<file path="config.mk">
export PLATFORM = sky130hd
export DESIGN_NAME = output_writeback_buffer
export DESIGN_NICKNAME = d
export VERILOG_FILES = /design/src/rtl/output_writeback_buffer.sv
export SDC_FILE = /design/constraint.sdc
export NUM_CORES = 1
export LEC_CHECK = 0
export ABC_AREA = 1
export ABC_CLOCK_PERIOD_IN_PS = 4200
export CORE_MARGIN = 2
export CORE_UTILIZATION = 55
export CTS_CLUSTER_DIAMETER = 50
export DETAILED_ROUTE_END_ITERATION = 7
export GPL_ROUTABILITY_DRIVEN = 0
export PLACE_DENSITY_LB_ADDON = 0.3
export SETUP_SLACK_MARGIN = 0.1
export SYNTH_ARGS = -nofsm -noshare
export SYNTH_HDL_FRONTEND = slang
export SYNTH_SLANG_ARGS = --single-unit
</file>
<file path="constraint.sdc">
create_clock -name clk -period 4.2 [get_ports clk]
set_clock_uncertainty 0.05 [all_clocks]
set_input_delay 0.84 -clock clk [delete_from_list [all_inputs] [get_ports clk]]
set_output_delay 0.84 -clock clk [all_outputs]
set_load 0.01 [all_outputs]
</file>
<file path="src/rtl/output_writeback_buffer.sv">
// output_writeback_buffer: FIFO-buffered activation row write-back into BRAM A; `define WB_ZERO_INVALID_EN writes all lanes with masked lanes zeroed.
module output_writeback_buffer #(
    parameter int DWIDTH       = 8,
    parameter int MAT_MUL_SIZE = 4,
    parameter int AWIDTH       = 10,
    parameter int MASK_WIDTH   = 4,
    parameter int FIFO_DEPTH   = 4
) (
    input  logic                           clk,
    input  logic                           reset,
    input  logic                           start_wb,
    input  logic [AWIDTH-1:0]              address_mat_c,
    input  logic [7:0]                     num_rows,
    input  logic [MASK_WIDTH-1:0]          validity_mask,
    input  logic                           in_data_available,
    input  logic [MAT_MUL_SIZE*DWIDTH-1:0] inp_data,
    input  logic                           bram_read_busy,
    output logic [AWIDTH-1:0]              bram_addr_wr,
    output logic [MAT_MUL_SIZE*DWIDTH-1:0] bram_wdata,
    output logic [MASK_WIDTH-1:0]          bram_we,
    output logic                           bram_wr_req,
    output logic                           fifo_full,
    output logic                           overflow,
    output logic                           done_wb
);
    localparam int RW = MAT_MUL_SIZE * DWIDTH;
    localparam int PW = $clog2(FIFO_DEPTH);
    localparam int CW = PW + 1;
    typedef enum logic [1:0] {IDLE, ACTIVE, DONE} state_t;
    state_t state, state_next;
    logic [AWIDTH-1:0] next_addr;
    logic [7:0] rows, push_cnt, wr_cnt;
    logic [RW-1:0] mem [FIFO_DEPTH];
    logic [PW-1:0] wptr, rptr;
    logic [CW-1:0] count, count_next;
    logic active, full, push, pop, drop, last;
    logic [RW-1:0] head, wdata_next;
    logic [MASK_WIDTH-1:0] we_next;
    // a start_wb edge flushes the job, so nothing moves through the FIFO on it
    assign active = state == ACTIVE && !start_wb;
    assign full = count == CW'(FIFO_DEPTH);
    assign pop = active && count != '0 && !bram_read_busy;
    assign push = active && in_data_available && push_cnt < rows && (!full || pop);
    assign drop = active && in_data_available && !push;
    assign last = pop && wr_cnt == rows - 8'd1;
    assign head = mem[rptr];
    assign count_next = count + CW'(push) - CW'(pop);
    assign done_wb = state == DONE;
`ifdef WB_ZERO_INVALID_EN
    always_comb begin
        wdata_next = head;
        for (int i = 0; i < MAT_MUL_SIZE; i++)
            wdata_next[i*DWIDTH +: DWIDTH] = validity_mask[i] ? head[i*DWIDTH +: DWIDTH] : '0;
    end
    assign we_next = '1;
`else
    assign wdata_next = head;
    assign we_next = validity_mask;
`endif
    always_comb begin
        state_next = state;
        if (start_wb) state_next = num_rows == 8'd0 ? DONE : ACTIVE;
        else if (last) state_next = DONE;
    end
    always_ff @(posedge clk) if (push) mem[wptr] <= inp_data;
    always_ff @(posedge clk) begin
        if (reset) begin
            state        <= IDLE;
            next_addr    <= '0;
            rows         <= '0;
            push_cnt     <= '0;
            wr_cnt       <= '0;
            wptr         <= '0;
            rptr         <= '0;
            count        <= '0;
            fifo_full    <= 1'b0;
            overflow     <= 1'b0;
            bram_addr_wr <= '0;
            bram_wdata   <= '0;
            bram_we      <= '0;
            bram_wr_req  <= 1'b0;
        end else begin
            state        <= state_next;
            bram_addr_wr <= pop ? next_addr : '0;
            bram_wdata   <= pop ? wdata_next : '0;
            bram_we      <= pop ? we_next : '0;
            bram_wr_req  <= pop;
            if (start_wb) begin
                next_addr <= address_mat_c;
                rows      <= num_rows;
                push_cnt  <= '0;
                wr_cnt    <= '0;
                wptr      <= '0;
                rptr      <= '0;
                count     <= '0;
                fifo_full <= 1'b0;
                overflow  <= 1'b0;
            end else begin
                if (push) begin
                    wptr     <= wptr + PW'(1);
                    push_cnt <= push_cnt + 8'd1;
                end
                if (pop) begin
                    rptr      <= rptr + PW'(1);
                    wr_cnt    <= wr_cnt + 8'd1;
                    next_addr <= next_addr + AWIDTH'(MAT_MUL_SIZE);
                end
                count     <= count_next;
                fifo_full <= count_next == CW'(FIFO_DEPTH);
                if (drop) overflow <= 1'b1;
            end
        end
    end
endmodule

</file>
==> results <==
- The flow ran to the end, and the final reports show no timing, DRC or antenna violations.
- Gates resized during post-CTS repair numbered 0.
- The number of buffers on the longest clock path is 3.
- Of the post-synthesis cell area, the part taken by muxes is 0.
- The area growth from synthesis to layout is 24.3%.
- The final net count is around 1000.
- Across every metal layer, demand over resource in global routing totals 0.215.
- In this run, synthesis produced a sequential element count of 220.
- The worst min-delay path category is flop to flop.
- The number of H-tree branching levels is 1.
- The cell sitting at the root of the clock tree is a sky130_fd_sc_hd__clkbuf_16.
- The share of the synthesized area in compound gates (AO/OA/AOI/OAI) was 0.102.
- The average size of a mapped cell is roughly 10 sq um.
- The detailed-route wire length per cell is about 16 um.
- TritonCTS built the clock tree.
- The share of the clock period used by the worst path after layout is 0.723.
- The total inserted antenna cells is 0.
- The share of cells above drive strength 1 is 0.0710.
- The sum of routed wire length over all layers is about 18 mm.
- In this run the remaining antenna-violating nets after routing total 0.
- The XOR/XNOR share of the synthesized area is 0.0164.
- At the worst endpoint, the arrival time is 3410 ps.
- Counting flops with a built-in enable in the synthesized netlist gives between 100 and 150.
- The final hold violation count is 0.
- The gate count after technology mapping is 816.
- The master of the slowest instance on the critical path is sky130_fd_sc_hd__clkdlybuf4s50_1.
- Summed over all instances, the cell type with the most area after synthesis is sky130_fd_sc_hd__edfxtp_1.
- In this run the worst path has a maximum fanout of 12.
- For this run, the leading register cell type out of synthesis is sky130_fd_sc_hd__edfxtp_1.
- The total count of max-transition violations in the final report came to 0.
- The actual transition at the worst max-transition pin is between 900 and 1000 ps.
- The relative max-transition margin is 0.341.
- The HPWL after detailed placement is ~11 mm.
- After layout, the design draws a total of approximately 4.5 mW.
- Summed over all layers, the global routing overflow is 0.
- Setup violations remaining at the end of the flow were counted as 0.
- The post-route DRC violation count is 0.
- Of the total synthesized cell area, the portion taken by AND, OR, NAND and NOR gates is 0.143.
- After synthesis, the largest family of logic cells by area is simple AND/OR/NAND/NOR gates.
- The floorplan step defined a die boundary enclosing 0.0165 sq mm.
- The adder and majority gate portion of the synthesized area is 0.0258.
- Setup repair after global routing left no endpoint under its margin.
- The post-synth net total is 892.
- The placeable core region is 0.0152 sq mm.
- By area the synthesized netlist is led by sky130_fd_sc_hd__edfxtp_1, sky130_fd_sc_hd__dfxtp_1, sky130_fd_sc_hd__nor2_1.
- The worst-skew pair later-pin latency is 510 ps.
- The required time at the endpoint of the critical path is roughly 4600 ps.
- The cell family with the largest share of critical-path delay is simple AND/OR/NAND/NOR gates.
- The yosys synthesis warning count is 0.
- The share of synthesized area in the top cell type comes to 0.451.
- The number of buffer and inverter instances along the worst setup path is 1.
- The count of cell types in the netlist is 30.
- The minimum period implied by the final worst setup slack is 3040 ps.
- In this run, post-CTS hold repair placed 0 buffers.
- The startpoint type of the worst setup path is an input pin.
- The iteration-0 DRC count of the detailed router is around 400.
- The number of max-cap violations is 0.
- Counting flops with an async set or reset pin after synthesis yields a share of 0.
- The number of global-route vias before repair is 5772.
- Setup total negative slack on the finished layout was measured at 0 ps.
- The category of the critical setup timing path is input pin to flop.
- The type of element capturing the critical path is a flop.
- The number of antenna violations at the first check in global routing is 0.
- By count the netlist is led by sky130_fd_sc_hd__nor2_1, sky130_fd_sc_hd__edfxtp_1, sky130_fd_sc_hd__dfxtp_1.
- The first detailed-routing pass ran for 5 iterations.
- The analysis attributes to cell leakage a power of ~3.8 nW.
- Yosys instantiated no cell more often than sky130_fd_sc_hd__nor2_1.
- The area of the mapped netlist is 0.00853 sq mm.
- Entering global routing, the biggest net connects between 60 and 70 pins.
- The maximum VDD drop is around 0.35 mV.
- The number of placed I/O pins is roughly 110.
- The die outline width is 129 um.
- Dividing the detail-routed via count by the number of cells gives about 5.4.
- On the worst path, the slowest cell contributes a delay of roughly 660 ps.
- The clock-pin transition on the worst setup and hold timing paths is about 60 ps.
- During placement, the flow inserted port buffers numbering between 100 and 150.
- Derived from the worst setup path, the maximum achievable clock frequency is about 0.33 GHz.
- The vertical die dimension is around 130 um.
- The number of sinks handled by clock tree synthesis is between 200 and 250.
- After floorplanning, the core was divided into 45 placement rows.
- Final hold analysis gives a worst-case slack of a little under 400 ps.
- The first global-routing pass estimated about 28 mm of wire.
- The post-CTS setup buffer count is 0.
- Summing over every cut layer, the via total after detailed routing is ~6100.
- The signal on the critical path passes through clkdlybuf4s50_1, nor2_2, nand3_1, nor2_4, nand3_1, xor2_1, ha_1, fa_1, xor2_1, nand2_1, nor3_1.
- The initial utilization of the core area, before any placement, comes to 0.561.
- For this design the ratio of total power to cell area is around 430 mW/mm^2.
- The sequential fraction of the synthesis area is 0.667.
- Counting the buffers created by CTS gives 23.
worst reg2reg max path, stage by stage (launching register included):
cell and delay (ps):
sky130_fd_sc_hd__dfxtp_1 410, sky130_fd_sc_hd__inv_1 170, sky130_fd_sc_hd__ha_1 340, sky130_fd_sc_hd__a21oi_1 150, sky130_fd_sc_hd__nand2_1 70, sky130_fd_sc_hd__nand2_1 190
sky130_fd_sc_hd__nand3_1 140, sky130_fd_sc_hd__xor2_1 170, sky130_fd_sc_hd__ha_1 200, sky130_fd_sc_hd__fa_1 380, sky130_fd_sc_hd__xor2_1 160, sky130_fd_sc_hd__nand2_1 100
sky130_fd_sc_hd__nor3_1 180
final cells by class:
| type | count | area, sq um |
|---|---|---|
| Multi-Input combinational cell | 499 | 2480 |
| Clock inverter | 10 | 118 |
| Clock buffer | 31 | 637 |
| Inverter | 61 | 229 |
| Tap cell | 188 | 235 |
| Fill cell | 1081 | 4610 |
| Timing Repair Buffer | 123 | 1210 |
| Sequential cell | 220 | 5690 |
state kept, by name, indices dropped and copies added (netlist names):
name / count
next_addr: 10
bram_addr_wr: 10
wptr: 2
count: 3
push_cnt: 8
bram_we: 4
mem: 128
bram_wr_req: 1
fifo_full: 1
overflow: 1
rows: 8
rptr: 2
state: 2
wr_cnt: 8
bram_wdata: 32
cell families (layout without fill, tap and decap cells):
group / count (synthesis) / count (layout)
simple gates: 296 / 296
compound gates: 170 / 170
flops: 220 / 220
fa+ha+maj: 17 / 17
buf+inv: 97 / 225
xor+xnor: 16 / 16
report_power, final:
part	internal, mW	switching, mW
clock network	1.20	0.810
logic	0.0866	0.100
registers	2.30	0.0132
cells in the final DEF (no fill, tap or decap), types with 6 or more instances in the layout:
master,count
sky130_fd_sc_hd__o21ai_0,90
sky130_fd_sc_hd__nor3_1,7
sky130_fd_sc_hd__a21oi_1,69
sky130_fd_sc_hd__edfxtp_1,128
sky130_fd_sc_hd__nand4_1,9
sky130_fd_sc_hd__nor2_1,167
sky130_fd_sc_hd__clkbuf_16,24
sky130_fd_sc_hd__inv_1,57
sky130_fd_sc_hd__nand3_1,22
sky130_fd_sc_hd__buf_4,14
sky130_fd_sc_hd__xor2_1,9
sky130_fd_sc_hd__ha_1,16
sky130_fd_sc_hd__dfxtp_1,91
sky130_fd_sc_hd__clkdlybuf4s50_1,108
sky130_fd_sc_hd__clkbuf_1,6
sky130_fd_sc_hd__nand2_1,72
sky130_fd_sc_hd__xnor2_1,7
routing by layer:
| layer | vias up | track usage | part of all wire |
|---|---|---|---|
| met4 | 0 | 0.0601 | 0.021 |
| met3 | 32 | 0.0353 | 0.067 |
| li1 | 2989 | - | - |
| met2 | 214 | 0.369 | 0.48 |
| met1 | 2824 | 0.286 | 0.44 |
| met5 | - | 0 | 0 |
path summary, 6_finish.rpt:
check	startpoint	endpoint	slack (ps)	depth (start not counted)
setup reg to reg	rows[3]$_SDFFE_PP0P_	fifo_full$_SDFF_PP0_	1420	12
setup / recovery	start_wb	fifo_full$_SDFF_PP0_	1160	11
hold reg to reg	next_addr[1]$_SDFFE_PP0P_	bram_addr_wr[1]$_SDFF_PP0_	390	2
hold / removal	next_addr[1]$_SDFFE_PP0P_	bram_addr_wr[1]$_SDFF_PP0_	390	2
per-stage QoR:
stage / std cells / utilization / worst slack (ps) / cell area (sq um)
2_1_floorplan: 816 / - / 827 / 8530
3_3_place_gp: 1091 / 0.647 / 769 / 9840
3_5_place_dp: 1091 / 0.647 / 729 / 9840
4_1_cts: 1132 / 0.697 / 1170 / 10600
5_1_grt: 1132 / 0.697 / 1010 / 10600
6_report: 1132 / 0.697 / 1160 / 10600
Note: power is estimated with default switching activity, not from simulation.
